File: config.mk
export PLATFORM = sky130hd
export DESIGN_NAME = sram_port_arbiter
export DESIGN_NICKNAME = d
export VERILOG_FILES = /design/src/rtl/sram_port_arbiter.sv
export SDC_FILE = /design/constraint.sdc
export NUM_CORES = 1
export LEC_CHECK = 0
export BUFFER_PORTS_ARGS = -buffer_cell sky130_fd_sc_hd__buf_2
export CAP_MARGIN = 20
export CORE_MARGIN = 5
export CORE_UTILIZATION = 25
export DETAILED_ROUTE_END_ITERATION = 16
export GPL_ROUTABILITY_DRIVEN = 0
export PLACE_DENSITY = 0.51
export SLEW_MARGIN = 5
export SYNTH_ARGS = -nofsm -noshare
export SYNTH_HDL_FRONTEND = slang
export SYNTH_SLANG_ARGS = --single-unit
export TNS_END_PERCENT = 100
File: constraint.sdc
create_clock -name clk -period 3.87 [get_ports clk]
set_input_delay 0.387 -clock clk [delete_from_list [all_inputs] [get_ports clk]]
set_output_delay 0.387 -clock clk [all_outputs]
set_load 0.005 [all_outputs]
File: src/rtl/sram_port_arbiter.sv
// Two-port round-robin arbiter and command sequencer for the 32-bit SRAM word array.
// Issues registered array commands and returns read data on the requesting port.
//
// state   | meaning
// --------+--------------------------------------------------------------
// ST_IDLE | no command issued last cycle
// ST_RD   | read command issued last cycle
// ST_WR   | write command issued last cycle; reads masked (turnaround)
module sram_port_arbiter #(
    parameter int N_addr = 11,
    parameter int N_data = 32,
    parameter int RD_LAT = 1
) (
    input  logic              clk,
    input  logic              rst_n,
    input  logic              a_req,
    input  logic              a_we,
    input  logic [N_addr-1:0] a_addr,
    input  logic [N_data-1:0] a_wdata,
    output logic              a_gnt,
    output logic              a_rvalid,
    output logic [N_data-1:0] a_rdata,
    input  logic              b_req,
    input  logic              b_we,
    input  logic [N_addr-1:0] b_addr,
    input  logic [N_data-1:0] b_wdata,
    output logic              b_gnt,
    output logic              b_rvalid,
    output logic [N_data-1:0] b_rdata,
    output logic [N_addr-1:0] sram_addr,
    output logic [N_data-1:0] sram_din,
    output logic              sram_write_en,
    output logic              sram_sense_en,
    input  logic [N_data-1:0] sram_dout,
    output logic              busy
);

    typedef enum logic [1:0] {
        ST_IDLE = 2'd0,
        ST_RD   = 2'd1,
        ST_WR   = 2'd2
    } state_t;

    state_t            state_q, state_d;
    logic              last_gnt_q, last_gnt_d;   // 1 = port B granted last
    logic [N_addr-1:0] sram_addr_q, sram_addr_d;
    logic [N_data-1:0] sram_din_q, sram_din_d;
    logic              sram_write_en_q, sram_write_en_d;
    logic              sram_sense_en_q, sram_sense_en_d;
    logic [RD_LAT:0]   pvld_q, pvld_d;
    logic [RD_LAT:0]   pport_q, pport_d;
    logic              a_rvalid_q, a_rvalid_d;
    logic              b_rvalid_q, b_rvalid_d;
    logic [N_data-1:0] a_rdata_q, a_rdata_d;
    logic [N_data-1:0] b_rdata_q, b_rdata_d;

    logic a_elig, b_elig, gnt_any, gnt_we, rd_gnt;

    always_comb begin
        a_elig = a_req & (a_we | (state_q != ST_WR));
        b_elig = b_req & (b_we | (state_q != ST_WR));

        a_gnt = 1'b0;
        b_gnt = 1'b0;
        if (rst_n) begin
            if (a_elig && b_elig) begin
                a_gnt = last_gnt_q;
                b_gnt = ~last_gnt_q;
            end else begin
                a_gnt = a_elig;
                b_gnt = b_elig;
            end
        end

        gnt_any = a_gnt | b_gnt;
        gnt_we  = a_gnt ? a_we : b_we;
        rd_gnt  = gnt_any & ~gnt_we;

        last_gnt_d = last_gnt_q;
        if (gnt_any) last_gnt_d = b_gnt;

        state_d = ST_IDLE;
        if (gnt_any) state_d = gnt_we ? ST_WR : ST_RD;

        // Address and data only move on a grant so idle cycles hold them.
        sram_addr_d = sram_addr_q;
        sram_din_d  = sram_din_q;
        if (gnt_any) begin
            sram_addr_d = a_gnt ? a_addr : b_addr;
            if (gnt_we) sram_din_d = a_gnt ? a_wdata : b_wdata;
        end
        sram_write_en_d = gnt_any & gnt_we;
        sram_sense_en_d = ~rd_gnt;

        pvld_d  = {pvld_q[RD_LAT-1:0], rd_gnt};
        pport_d = {pport_q[RD_LAT-1:0], b_gnt};

        // Final pipeline stage lines up with valid array output.
        a_rvalid_d = pvld_q[RD_LAT] & ~pport_q[RD_LAT];
        b_rvalid_d = pvld_q[RD_LAT] & pport_q[RD_LAT];
        a_rdata_d  = a_rvalid_d ? sram_dout : a_rdata_q;
        b_rdata_d  = b_rvalid_d ? sram_dout : b_rdata_q;
    end

    always_ff @(posedge clk or negedge rst_n) begin
        if (!rst_n) begin
            state_q         <= ST_IDLE;
            last_gnt_q      <= 1'b1;
            sram_addr_q     <= '0;
            sram_din_q      <= '0;
            sram_write_en_q <= 1'b0;
            sram_sense_en_q <= 1'b1;
            pvld_q          <= '0;
            pport_q         <= '0;
            a_rvalid_q      <= 1'b0;
            b_rvalid_q      <= 1'b0;
            a_rdata_q       <= '0;
            b_rdata_q       <= '0;
        end else begin
            state_q         <= state_d;
            last_gnt_q      <= last_gnt_d;
            sram_addr_q     <= sram_addr_d;
            sram_din_q      <= sram_din_d;
            sram_write_en_q <= sram_write_en_d;
            sram_sense_en_q <= sram_sense_en_d;
            pvld_q          <= pvld_d;
            pport_q         <= pport_d;
            a_rvalid_q      <= a_rvalid_d;
            b_rvalid_q      <= b_rvalid_d;
            a_rdata_q       <= a_rdata_d;
            b_rdata_q       <= b_rdata_d;
        end
    end

    assign sram_addr     = sram_addr_q;
    assign sram_din      = sram_din_q;
    assign sram_write_en = sram_write_en_q;
    assign sram_sense_en = sram_sense_en_q;
    assign a_rvalid      = a_rvalid_q;
    assign b_rvalid      = b_rvalid_q;
    assign a_rdata       = a_rdata_q;
    assign b_rdata       = b_rdata_q;
    assign busy          = |pvld_q;

endmodule

==> impl.org <==
** Critical path
- Worst setup SP type :: input pin
- Critical Setup Path Class :: in -> out
- Beginning of the worst register-to-register path :: sram_write_en
- Capturing point of the worst reg2reg path :: sram_din[29]
- WP data required :: 3.48 ns
- The most critical setup path has its startpoint at rst_n.
- The worst setup path is captured at an output pin.
- STA puts the critical path data arrival time at 2.27 ns.
- In this run the worst path has a maximum fanout of 47.
- The critical path ends at a_gnt.
- Flop-to-flop setup slack :: 1.53 ns
- For the worst flop-to-flop path, the logic depth is 4.

** Logic synthesis
- Cell Area, Synth :: 4906 um2
- Main combinational cell family by area after synthesis :: multiplexers
- Synthesized net count :: 429
- Synthesis instantiated 30 different standard cells from the library.
- Synthesized area per cell :: 16.09 um2
- Of the post-synthesis cell area, the dominant cell type holds 58.15%.
- Most used DFF post-synth :: dfrtp_1
- Share of synthesized registers carrying an async set or reset :: 100.0%
- Of the total synthesized cell area, the portion taken by AND, OR, NAND and NOR gates is 2.372%.
- Gate count after technology mapping :: 305
- Arithmetic-cell share of the synthesized area counting full adders, half adders and majority gates :: 0%
- Portion of netlist area occupied by mux cells :: 33.21%
- Post-synthesis xor/xnor area fraction :: 0%
- In this run, synthesis produced a sequential element count of 116.
- Post-synthesis cell type with the largest combined area :: dfrtp_1
- Sequential share of the synthesized area :: 59.22%
- Summing the areas of all compound-gate instances in the mapped netlist gives 3.060% of the synthesized area.
- Number of warnings reported in the yosys synthesis log :: 0
- The synthesized design contains 0 enable-type register cells.
- By area the synthesized netlist is led by dfrtp_1, mux2_2, mux2_4, a221o_1, dfstp_2.

** Placement
- Area after detailed placement :: 6374 um2
- Post-detailed-placement half-perimeter wirelength :: 9454 um
- At the placement stage, the worst setup path has a slack of 1.384 ns.
- Input and output buffers added on the ports amount to 237.

** Pwr
- In this run the static leakage power is 3.345 nW.
- In this run the power density over the cells is 586.2 nW/um2.
- Worst vdd ir :: 0.2600 mV

** Route
- After detailed routing, the total wire length is 12830 um.
- Average wire per cell in the routed design :: 15.48 um
- Dividing the detail-routed via count by the number of cells gives 4.192.
- The routed design uses 6268 um of met2 wire.
- In this run the remaining antenna-violating nets after routing total 0.
- The detailed router put a total of 5288 um of wire on met1.
- Number of search-and-repair iterations in the first detailed-routing pass :: 4
- Across all layers, the routed design uses 3475 vias.
- First DRT Iteration DRCs :: 62
- Wire segments on met3 add up to 1129 um in the final route.
- Post-detailed-route DRC marker count :: 0
- Top routing layer in use :: met4

** GRT
- Maximum number of pins on one net before global-route repair :: 68
- The first global-routing pass estimated 20130 um of wire.
- Remaining global-route overflow :: 0
- Overall Global Routing Usage :: 11.40%
- Vias in the first global route :: 3894
- The initial antenna violation count was 0.

** Layout
- Most common cell after layout, fill and taps aside :: buf_2
- Total number of nets in the final design :: 675
- Cells with a size suffix above 1 make up 74.47% of the layout.
- Area growth, synth to finish :: 42.11%
- Commonest cells after routing, fill and taps aside :: buf_2, mux2_2, dfrtp_1, mux2_4, clkbuf_16
- Cell area after layout :: 6972 um2
- At the end of the flow the core is filled with cells to 35.94%.
- The number of antenna diodes in the final layout is 0.
- The layout has 1964 filler cells.

** Timing
- Final setup viols :: 0
- Static timing analysis puts the maximum clock frequency at 0.3766 GHz.
- The max-slew violation count was 0.
- Slew at the pin closest to its max-slew limit :: 1.086 ns
- Setup total negative slack on the finished layout was measured at 0 ns.
- Shortest clock period the worst path allows after layout :: 2.655 ns
- The final critical path takes up 68.61% of the cycle.
- Unrepaired setup endpoints after global routing :: no
- The worst path meets setup with 1.215 ns of slack.
- Hold Violations, Final :: 0
- Max-Slew Margin vs Limit :: 27.42%
- Clock skew on the completed layout was measured at 0.007873 ns.

** Clock tree
- CTS saw 116 sinks.
- Number of buffers between clock root and the deepest sink :: 2
- Clock tree from TritonCTS :: done
- Clock root cell :: clkbuf_16
- H-Tree Level Count :: 4
- Clock Pin Slew Worst Setup and Hold Paths :: 0.06 ns
- TritonCTS Buffers :: 17
- The later pin in the worst-skew pair is clocked with a latency of 0.40 ns.

** Floorplan
- Once the floorplan was initialized, standard cells occupied 25.29% of the core.
- Cell row count :: 51
- Width of the die :: 150.1 um
- 238 I/O pins were placed.
- Die area :: 22530 um2
- The floorplan step set the die height to 150.1 um.
- Core region area :: 19400 um2

** Min path
- Worst hold path type :: in -> reg
- The startpoint identified for the worst hold timing path is b_addr[8].

** Run status
- The run finished with clean final reports.

** Run
- Number of max-cap violations :: 0
==> critical path, stage by stage <==
cell and delay [ns]:
dlygate4sd3_1 0.55, buf_4 0.20, and2_1 0.16, o221a_4 0.70, buf_2 0.24
==> layer usage <==
layer / vias to the layer above / global-route usage, %
li1: 1596 / -
met1: 1725 / 13.39
met2: 146 / 19.24
met3: 8 / 4.512
met4: 0 / 3.385
met5: - / 0
==> Yosys cell counts, drive strengths merged, types with 2 or more instances <==
library cell and n:
buf 12, a221o 6, nor2b 3, dfstp 2, nand2b 2, clkbuf 4, dfrtp 114, inv 2
and2 7, nand2 2, mux2 138
==> how the worst min path moves through the flow <==
stage / end / slack (ns) / cells after the start
2_1_floorplan: a_rdata[0] / 0.09 / 0
3_3_place_gp: sram_din[20] / 0.23 / 1
3_5_place_dp: sram_din[20] / 0.23 / 1
4_1_cts: sram_addr[8] / 0.19 / 2
5_1_grt: b_rdata[4] / 0.20 / 2
6_report: sram_addr[8] / 0.22 / 2
==> layout make-up <==
| type | count | area [um2] | share of cell area, % |
|---|---|---|---|
| clock buffers | 17 | 425.4 | 6.102 |
| clock inverters | 15 | 155.1 | 2.225 |
| inverters | 2 | 7.507 | 0.1077 |
| multi-input cells | 171 | 1911 | 27.40 |
| flip-flops and latches | 116 | 2905 | 41.67 |
| well taps | 265 | 331.6 | 4.756 |
| repair buffers | 243 | 1236 | 17.73 |
==> cells by family after synthesis <==
logic type | Yosys count
AND/OR/NAND/NOR | 17
AO/OA/AOI/OAI | 16
multiplexers | 138
buffers and inverters | 18
flip-flops | 116
==> power by group <==
| part | leakage (nW) | switching (W) | total, W | internal (W) |
|---|---|---|---|---|
| logic | 1.69 | 0.000351 | 0.000882 | 0.000531 |
| clock network | 0.280 | 0.000582 | 0.00153 | 0.000952 |
| registers | 1.37 | 0.000149 | 0.00167 | 0.00152 |
| total | 3.35 | 0.00108 | 0.00409 | 0.00301 |
==> per-stage QoR <==
step	cells	power, W	hold slack [ns]
after floorplan	305	0.002092	0.09141
after global placement	795	0.002573	0.2279
after detailed placement	795	0.002597	0.2323
after CTS	828	0.004177	0.1908
after global routing	829	0.004340	0.2047
final	829	0.004087	0.2215
==> sequential cells by signal, indices dropped and copies added, names as in the netlist <==
name / flops
sram_din: 32
sram_addr: 11
sram_write_en: 1
b_rdata: 32
pport_q: 2
b_rvalid: 1
pvld_q: 2
a_rvalid: 1
a_rdata: 32
sram_sense_en: 1
last_gnt_q: 1
==> repair_timing <==
action / 4_1_cts / 5_1_grt
hold endpoints to repair: 4 / 0
endpoints found under the setup margin: 0 / 0
hold buffers: 1 / 0
setup buffers: 0 / 0
resized for setup: 0 / 0
(Power assumes the default switching activity.)
